### config.mk
export PLATFORM = sky130hd
export DESIGN_NAME = wave_synth_low
export DESIGN_NICKNAME = d
export VERILOG_FILES = /design/src/rtl/wave_synth_low.sv
export SDC_FILE = /design/constraint.sdc
export NUM_CORES = 1
export LEC_CHECK = 0
export CORE_ASPECT_RATIO = 1.1
export CORE_MARGIN = 2
export CORE_UTILIZATION = 50
export DETAILED_ROUTE_END_ITERATION = 8
export PLACE_DENSITY = 0.68
export SYNTH_ARGS = -nofsm -noshare
export SYNTH_HDL_FRONTEND = slang
export SYNTH_SLANG_ARGS = --single-unit
export TNS_END_PERCENT = 5
### constraint.sdc
create_clock -name clk -period 14 [get_ports clk]
set_clock_uncertainty 0.15 [all_clocks]
set_input_delay 1.4 -clock clk [delete_from_list [all_inputs] [get_ports clk]]
set_output_delay 1.4 -clock clk [all_outputs]
set_load 0.005 [all_outputs]
### src/rtl/wave_synth_low.sv
// Triangle-wave sample generator centred on the low-band analyzer midline.
// Define WSYN_SQUARE_EN to add the shape input that selects a square wave.
module wave_synth_low #(
  parameter logic [15:0] MID        = 16'd567,
  parameter int          FRAC       = 10,
  parameter logic [21:0] MIN_PERIOD = 22'd4
) (
  input  logic        clk,
  input  logic        rst_n,
  input  logic        en,
  input  logic        cfg_valid,
  output logic        cfg_ready,
  input  logic [21:0] cfg_period,
  input  logic [11:0] cfg_amp,
`ifdef WSYN_SQUARE_EN
  input  logic        shape,
`endif
  output logic [15:0] sample,
  output logic        sample_valid,
  output logic        cyc_start
);
  localparam int LW = 12 + FRAC;
  localparam int CW = $clog2(LW);
  localparam logic [CW-1:0] LAST_ITER = CW'(LW - 1);

  typedef enum logic [1:0] {S_IDLE, S_DIVIDE, S_RUN} state_t;
  typedef logic [LW:0] wide_t;

  state_t        state_q, state_d;
  logic [21:0]   period_q, period_d;
  logic [11:0]   amp_q, amp_d;
  logic [LW-1:0] step_q, step_d;
  logic [21:0]   ph_q, ph_d;
  logic [LW-1:0] lvl_q, lvl_d;
  logic [LW-1:0] rem_q, rem_d;
  logic [LW-1:0] quo_q, quo_d;
  logic [CW-1:0] cnt_q, cnt_d;
  logic          pend_q, pend_d;
  logic [21:0]   pend_period_q, pend_period_d;
  logic [11:0]   pend_amp_q, pend_amp_d;
`ifdef WSYN_SQUARE_EN
  logic          shape_q, shape_d;
  logic          pend_shape_q, pend_shape_d;
  logic          ld_shape;
`endif
  logic [15:0]   sample_q, sample_d;
  logic          sample_valid_q, sample_valid_d;
  logic          cyc_start_q, cyc_start_d;
  logic          cfg_ready_q, cfg_ready_d;

  logic          accept, load, at_wrap, rising;
  logic [21:0]   cfg_period_c, half_c, ld_period;
  logic [11:0]   ld_amp;
  wide_t         rem_sh, up_sum;
  logic [LW-1:0] rem_nx, quo_nx, amp_full, lvl_up, lvl_dn;
  logic [15:0]   base_d, sum_d;

  assign cfg_period_c = (cfg_period < MIN_PERIOD) ? MIN_PERIOD : cfg_period;
  assign half_c       = period_q >> 1;
  assign accept       = cfg_valid && cfg_ready_q && en;
  assign at_wrap      = (ph_q == period_q - 22'd1);
  assign rising       = (ph_q < half_c);

  // One restoring-division step per DIVIDE cycle; quo_q shifts dividend out, quotient in.
  assign rem_sh = {rem_q, quo_q[LW-1]};
  always_comb begin
    if (rem_sh >= wide_t'(half_c)) begin
      rem_nx = rem_sh[LW-1:0] - LW'(half_c);
      quo_nx = {quo_q[LW-2:0], 1'b1};
    end else begin
      rem_nx = rem_sh[LW-1:0];
      quo_nx = {quo_q[LW-2:0], 1'b0};
    end
  end

  assign amp_full = {amp_q, {FRAC{1'b0}}};
  assign up_sum   = {1'b0, lvl_q} + {1'b0, step_q};
  assign lvl_up   = (up_sum > {1'b0, amp_full}) ? amp_full : up_sum[LW-1:0];
  assign lvl_dn   = (lvl_q < step_q) ? '0 : lvl_q - step_q;

  always_ff @(posedge clk) begin
    if (!rst_n) begin
      state_q        <= S_IDLE;
      period_q       <= MIN_PERIOD;
      amp_q          <= '0;
      step_q         <= '0;
      ph_q           <= '0;
      lvl_q          <= '0;
      rem_q          <= '0;
      quo_q          <= '0;
      cnt_q          <= '0;
      pend_q         <= 1'b0;
      pend_period_q  <= MIN_PERIOD;
      pend_amp_q     <= '0;
`ifdef WSYN_SQUARE_EN
      shape_q        <= 1'b0;
      pend_shape_q   <= 1'b0;
`endif
      sample_q       <= MID;
      sample_valid_q <= 1'b0;
      cyc_start_q    <= 1'b0;
      cfg_ready_q    <= 1'b1;
    end else begin
      state_q        <= state_d;
      period_q       <= period_d;
      amp_q          <= amp_d;
      step_q         <= step_d;
      ph_q           <= ph_d;
      lvl_q          <= lvl_d;
      rem_q          <= rem_d;
      quo_q          <= quo_d;
      cnt_q          <= cnt_d;
      pend_q         <= pend_d;
      pend_period_q  <= pend_period_d;
      pend_amp_q     <= pend_amp_d;
`ifdef WSYN_SQUARE_EN
      shape_q        <= shape_d;
      pend_shape_q   <= pend_shape_d;
`endif
      sample_q       <= sample_d;
      sample_valid_q <= sample_valid_d;
      cyc_start_q    <= cyc_start_d;
      cfg_ready_q    <= cfg_ready_d;
    end
  end

  always_comb begin
    state_d       = state_q;
    period_d      = period_q;
    amp_d         = amp_q;
    step_d        = step_q;
    ph_d          = ph_q;
    lvl_d         = lvl_q;
    rem_d         = rem_q;
    quo_d         = quo_q;
    cnt_d         = cnt_q;
    pend_d        = pend_q;
    pend_period_d = pend_period_q;
    pend_amp_d    = pend_amp_q;
    load          = 1'b0;
    ld_period     = cfg_period_c;
    ld_amp        = cfg_amp;
`ifdef WSYN_SQUARE_EN
    shape_d       = shape_q;
    pend_shape_d  = pend_shape_q;
    ld_shape      = shape;
`endif
    if (!en) begin
      state_d = S_IDLE;
      pend_d  = 1'b0;
      ph_d    = '0;
      lvl_d   = '0;
    end else begin
      case (state_q)
        S_IDLE: load = accept;
        S_DIVIDE: begin
          rem_d = rem_nx;
          quo_d = quo_nx;
          cnt_d = cnt_q + CW'(1);
          if (cnt_q == LAST_ITER) begin
            state_d = S_RUN;
            step_d  = quo_nx;
            ph_d    = '0;
            lvl_d   = '0;
          end
        end
        S_RUN: begin
          if (at_wrap) begin
            // Forcing lvl to 0 every period keeps rounding error from accumulating.
            ph_d  = '0;
            lvl_d = '0;
            if (pend_q) begin
              load      = 1'b1;
              ld_period = pend_period_q;
              ld_amp    = pend_amp_q;
`ifdef WSYN_SQUARE_EN
              ld_shape  = pend_shape_q;
`endif
              pend_d    = 1'b0;
            end else begin
              load = accept;
            end
          end else begin
            ph_d  = ph_q + 22'd1;
            lvl_d = rising ? lvl_up : lvl_dn;
            if (accept) begin
              pend_d        = 1'b1;
              pend_period_d = cfg_period_c;
              pend_amp_d    = cfg_amp;
`ifdef WSYN_SQUARE_EN
              pend_shape_d  = shape;
`endif
            end
          end
        end
        default: state_d = S_IDLE;
      endcase
    end
    if (load) begin
      state_d  = S_DIVIDE;
      period_d = ld_period;
      amp_d    = ld_amp;
      quo_d    = {ld_amp, {FRAC{1'b0}}};
      rem_d    = '0;
      cnt_d    = '0;
`ifdef WSYN_SQUARE_EN
      shape_d  = ld_shape;
`endif
    end
  end

  // Outputs are derived from next-state values so they line up with the registered state.
  always_comb begin
    sample_d       = MID;
    sample_valid_d = 1'b0;
    cyc_start_d    = 1'b0;
    cfg_ready_d    = 1'b0;
    base_d         = MID - {5'd0, amp_d[11:1]};
    sum_d          = base_d + {4'd0, lvl_d[FRAC+11:FRAC]};
`ifdef WSYN_SQUARE_EN
    if (shape_d) begin
      sum_d = (ph_d < (period_d >> 1)) ? base_d + {4'd0, amp_d} : base_d;
    end
`endif
    case (state_d)
      S_IDLE: cfg_ready_d = 1'b1;
      S_RUN: begin
        sample_valid_d = 1'b1;
        cyc_start_d    = (ph_d == '0);
        cfg_ready_d    = !pend_d;
        sample_d       = sum_d;
      end
      default: cfg_ready_d = 1'b0;
    endcase
  end

  assign sample       = sample_q;
  assign sample_valid = sample_valid_q;
  assign cyc_start    = cyc_start_q;
  assign cfg_ready    = cfg_ready_q;
endmodule

# Yosys cells after proc, flatten, opt, wreduce, memory -nomap -nowiden
# Index checks and enable logic that the tools add are counted.
# word_totals
regBits	205
in_bits	38
output_inout_bits	19
# classes
addsub	8
n_lt_le_gt_ge	5
n_eq_ne	6
mux	40
bitwise_logic	2
reduce_logical	18
# op_table
cell	n
2-to-1 mux 22 bit	18
case mux 22 bit (2 select lines)	2
2-to-1 mux 12 bit	5
adder 22 x 22 -> 23 bit	1
>= comparator 23 x 21 -> 1 bit	1
greater-than comparator 23 x 22 -> 1 bit	1
adder 22 x 1 -> 22 bit (second input constant)	1
equality test 22 bit	1
zero test 22 bit	1
less-than comparator 22 x 21 -> 1 bit	1
less-than comparator 22 bit	1
less-than comparator 22 x 3 -> 1 bit (second input constant)	1
subtractor 22 x 1 -> 22 bit (second input constant)	1
subtractor 22 x 21 -> 22 bit	1
subtractor 22 bit	1
adder 12 x 13 -> 14 bit	1
subtractor 10 x 11 -> 12 bit (first input constant)	1
AND reduction 2 bit	5
2-to-1 mux 1 bit	9
2-to-1 mux 2 bit	3
nonzero test 2 bit	3
adder 5 x 1 -> 5 bit (second input constant)	1
equality test 5 bit (second input constant)	1
equality test 2 bit (second input constant)	2
11 further kinds	16

# Logic depth before layout (Yosys ltp)
# logic_depth
ltp_word	9
depth_mapped	37
mapped_depth_nobuf	37

# Least setup slack after synthesis
# OpenSTA, ideal clock, no wires.
# synth_path
kind	reg2reg
start	reg step_q[2]
end	reg sample_q[12] (netlist: sample[12])
setup_time_ns	0.070
arrival_ns	6.987
required_ns	13.780
path_slack_ns	6.793
stages_incl_launch_ff	38
path_buffers	1
synth_period_minus_slack_ns	7.207
path_cell_list	dfxtp_1 -> inv_1 -> ha_1 -> clkbuf_1 -> a21oi_1 -> nor4_1 -> o21ai_0 -> a31oi_1 -> o21ai_0 -> a221o_1 -> a221o_1 -> xor2_1 -> inv_1 -> ha_1 -> nand3_1 -> nor2_1 -> nand4_1 -> a21oi_1 -> [2 not listed] -> o21ai_1 -> nor2_1 -> o2bb2ai_1 -> o21ai_0 -> a211oi_1 -> ha_1 -> fa_1 -> a21o_1 -> a21oi_1 -> o21bai_1 -> a21o_1 -> a21oi_1 -> o21ai_0 -> o21ai_0 -> a21oi_1 -> nor2_1 -> or3_1 -> a21oi_1
# synth_between
elab_chain_cells	8
# synth_lines
item	line_no	source
from (decl)	32	logic [LW-1:0] step_q, step_d;
from (signal assigned)	107	step_q <= step_d;
adder 22 x 22 -> 23 bit	77	assign up_sum = {1'b0, lvl_q} + {1'b0, step_q};
greater-than comparator 23 x 22 -> 1 bit	78	assign lvl_up = (up_sum > {1'b0, amp_full}) ? amp_full : up_sum[LW-1:0];
2-to-1 mux 22 bit	78	
2-to-1 mux 22 bit *	185	lvl_d = rising ? lvl_up : lvl_dn;
2-to-1 mux 22 bit *	168	if (at_wrap) begin
case mux 22 bit (2 select lines) *	154	case (state_q)
2-to-1 mux 22 bit *	148	if (!en) begin
via lvl_d[10]	34	logic [LW-1:0] lvl_q, lvl_d;
adder 12 x 13 -> 14 bit *	219	sum_d = base_d + {4'd0, lvl_d[FRAC+11:FRAC]};
to (signal assigned)	120	sample_q <= sample_d;
to (decl)	46	logic [15:0] sample_q, sample_d;
# Mark *: on every way through the listed nets, which the timed path passes. The rest lies on a longest branch.
# A chain may end at the register's enable or synchronous reset.

# Worst setup path in the final report
# layout_path
start	reg step_q[1]
end	reg sample_q[12] (netlist: sample[12])
# Same word-level chain as after synthesis.

==> qor.yml <==
worst_setup_path:
  crit_type: "register to register"
  cp-end-kind: "register"
  rrSetupSlack_ns: 5.15
  startpoint: "step_q[1]"
  cp.arrival_ns: 9.17
  rr_worst_depth: 37
  cp_data_required_time_ns: 14.32
  critPathMaxStageDelay_ns: 0.80
  worstReg2RegStart: "step_q[1]"
  r2r_end: "sample[12]"
  cp_max_fo: 9
  slowest_stage: "a2111oi_0"
  cpMostUsedCell: "a21oi_1"
  start_kind: "register"
cells_and_area:
  layout_common_cells: "nor2_1, dfxtp_1, nand2_1"
  final_util_pct: 56.9
  instances_no_fill: 2203
  areaGrowthSynthToFinish_pct: 11.9
  fin_nets: 1982
  diodes: 0
  drive_gt1_share_pct: 5.38
  final.fill_count: 2618
  final_area_sq_mm: 0.0159
  final_common_cell: "nor2_1"
floorplan:
  start_util_pct: 50.8
  die_w_um: 164
  row_count: 64
  core_sq_mm: 0.0279
  die-area_sq_mm: 0.0297
  die_h_um: 181
  io_pins: 57
route:
  vias_per_cell: 5.95
  routed_wl_um: 39000
  drtPass1Iterations: 5
  drc: 0
  ant_nets: 0
  drtIter0Drc: 1034
  drt-wirelength-per-cell_um: 17.7
  num_vias: 13100
synth:
  syn_inst: 1823
  ys.warnings.count: 0
  ys_types: 84
  yosysSeqAreaShare_pct: 28.7
  synth_edf_count: 0
  async_reset_ff_share_pct: 0
  synth_seq_cells: 203
  synth_top_area_share_pct: 28.7
  syn_area_per_cell_sq_um: 7.77
  synth_area_sq_mm: 0.0142
  synth_ff_type: "dfxtp_1"
  synthTopCellsByArea: "dfxtp_1, ha_1, nor2_1, a21oi_1, mux2i_1"
  syn_nets: 1984
  synth_area_leader_cell: "dfxtp_1"
clock_tree:
  clk_path_buf_depth: 3
  clk_pin_slew_ns: 0.06
  ctsResizeCount: 0
  cts_tree: "yes"
  clock_latency_ns: 0.54
  cts_sinks: 203
  cts_buffers: 25
  hold_buffers: 0
  htreeDepth: 1
  post_cts_buffers: 0
  cts_root_buffer: "clkbuf_16"
placed_design:
  place.port_buffers: 56
  place_inst: 2157
  dp_hpwl_um: 28700
  placed_area_sq_mm: 0.0149
  place_congestion: 0.935
run:
  drv_cap: 0
timing:
  worst_slew_pin_slew_ns: 1.08
  setup_violations: 0
  final_max_slew_viol_count: 0
  slew_headroom_pct: 28.3
  period_share_pct: 63.2
  finalHoldViolCount: 0
  tns_ns: 0
  finalCriticalPeriod_ns: 8.85
  rsz0062_at_grt: "false"
  fmax_mhz: 113
global_route:
  grt_pass1_wl_um: 63600
  grt_pass1_vias: 12400
  grtUsageTotal_pct: 26.0
  grt_antenna_before_repair: 0
  grt_max_degree: 100
  grt-ovfl-total: 0
pwr:
  ir_drop_uv: 108
  finalPower_uw: 1550
  leakage_uw: 0.00626
  p_per_area_mw_per_mm2: 97.6
worst_hold_path:
  hp-class: "register to register"
  hp-start: "quo_q[3]"
  hold_path_end: "quo_q[4]"
  hold_depth: 2
run_status:
  status: "finished, final reports clean"
routing by layer:
metal  routed length (um)  vias up  global-route usage (%)
li1                     -     6514                       -
met1                16800     6152                    33.0
met2                19200      351                    45.8
met3                 1790       90                    3.15
met4                 1230        0                    8.03
met5                    0        -                       0
where the power goes:
group | total [uW] | internal [uW] | switching, uW
registers | 604 | 589 | 15.4
logic | 232 | 92.8 | 140
clock network | 711 | 433 | 277
cells in the mapped netlist, types with 6 or more instances:
library cell / instances
nor3_1: 42
o21ai_0: 83
o211ai_1: 18
clkbuf_1: 90
nand3b_1: 6
nand3_1: 38
and2_1: 14
and3_1: 9
a21oi_1: 163
or2_2: 12
a32oi_1: 6
a311oi_1: 8
o21bai_1: 6
a211oi_1: 49
mux2_2: 6
nor4_1: 19
a22oi_1: 18
o22ai_1: 6
nand2_1: 167
a31oi_1: 13
dfxtp_1: 203
xor2_1: 26
and4_1: 7
inv_1: 106
mux2i_1: 73
buf_1: 6
xnor2_1: 67
a221oi_1: 7
nand2b_1: 19
o31ai_1: 13
nand4_1: 20
ha_1: 119
nor2_1: 220
or3_1: 13
o21a_1: 10
a21o_1: 25
nor2b_1: 14
cells by family (layout without fill, tap and decap cells):
logic type      Yosys count  count (layout)  share of synthesized area [%]
compound gates          490             490                           22.3
buf+inv                 209             226                           5.63
flops                   203             203                           28.7
fa+ha+maj               123             123                           11.1
xor+xnor                 93              93                           5.75
simple gates            625             625                           20.8
mux                      80              80                           5.74
flip-flops by register name, summed over array words and instances (netlist names):
register       count
cnt_q              5
cyc_start          1
state_q            2
period_q          22
quo_q             22
pend_q             1
pend_amp_q        12
sample            14
step_q            22
lvl_q             22
rem_q             22
ph_q              22
cfg_ready          1
sample_valid       1
amp_q             12
pend_period_q     22
worst max-delay path by stage:
stage                       to  slack [ns]  cells after the start
CTS                 sample[12]        5.25                     37
global route        sample[12]        4.26                     37
floorplan           sample[12]        6.79                     37
finish              sample[12]        5.15                     37
detailed placement  sample[12]        5.29                     37
global placement    sample[12]        5.55                     37
metrics by stage:
step / hold slack, ns / worst slack, ns
final: 0.319 / 5.15
after global routing: 0.340 / 4.26
after CTS: 0.321 / 5.25
after detailed placement: 0.313 / 5.29
after global placement: 0.308 / 5.55
after floorplan: 0.295 / 6.79
critical path: cells and delay by family, from the launching register on:
kind | cells | cell delay, ns
flops | 1 | 0.41
xor+xnor | 1 | 0.18
fa+ha+maj | 4 | 1.09
simple gates | 8 | 1.57
buf+inv | 2 | 0.18
compound gates | 22 | 5.21
cell type report:
type / instances / area, sq um / area share (%)
clock buffer: 31 / 698 / 4.40
clock inverter: 15 / 219 / 1.38
inverter: 108 / 405 / 2.56
multi-input combinational: 1411 / 9330 / 58.9
sequential: 203 / 4060 / 25.6
tap: 363 / 454 / 2.87
timing repair buffer: 72 / 681 / 4.29
(Power assumes the default switching activity.)
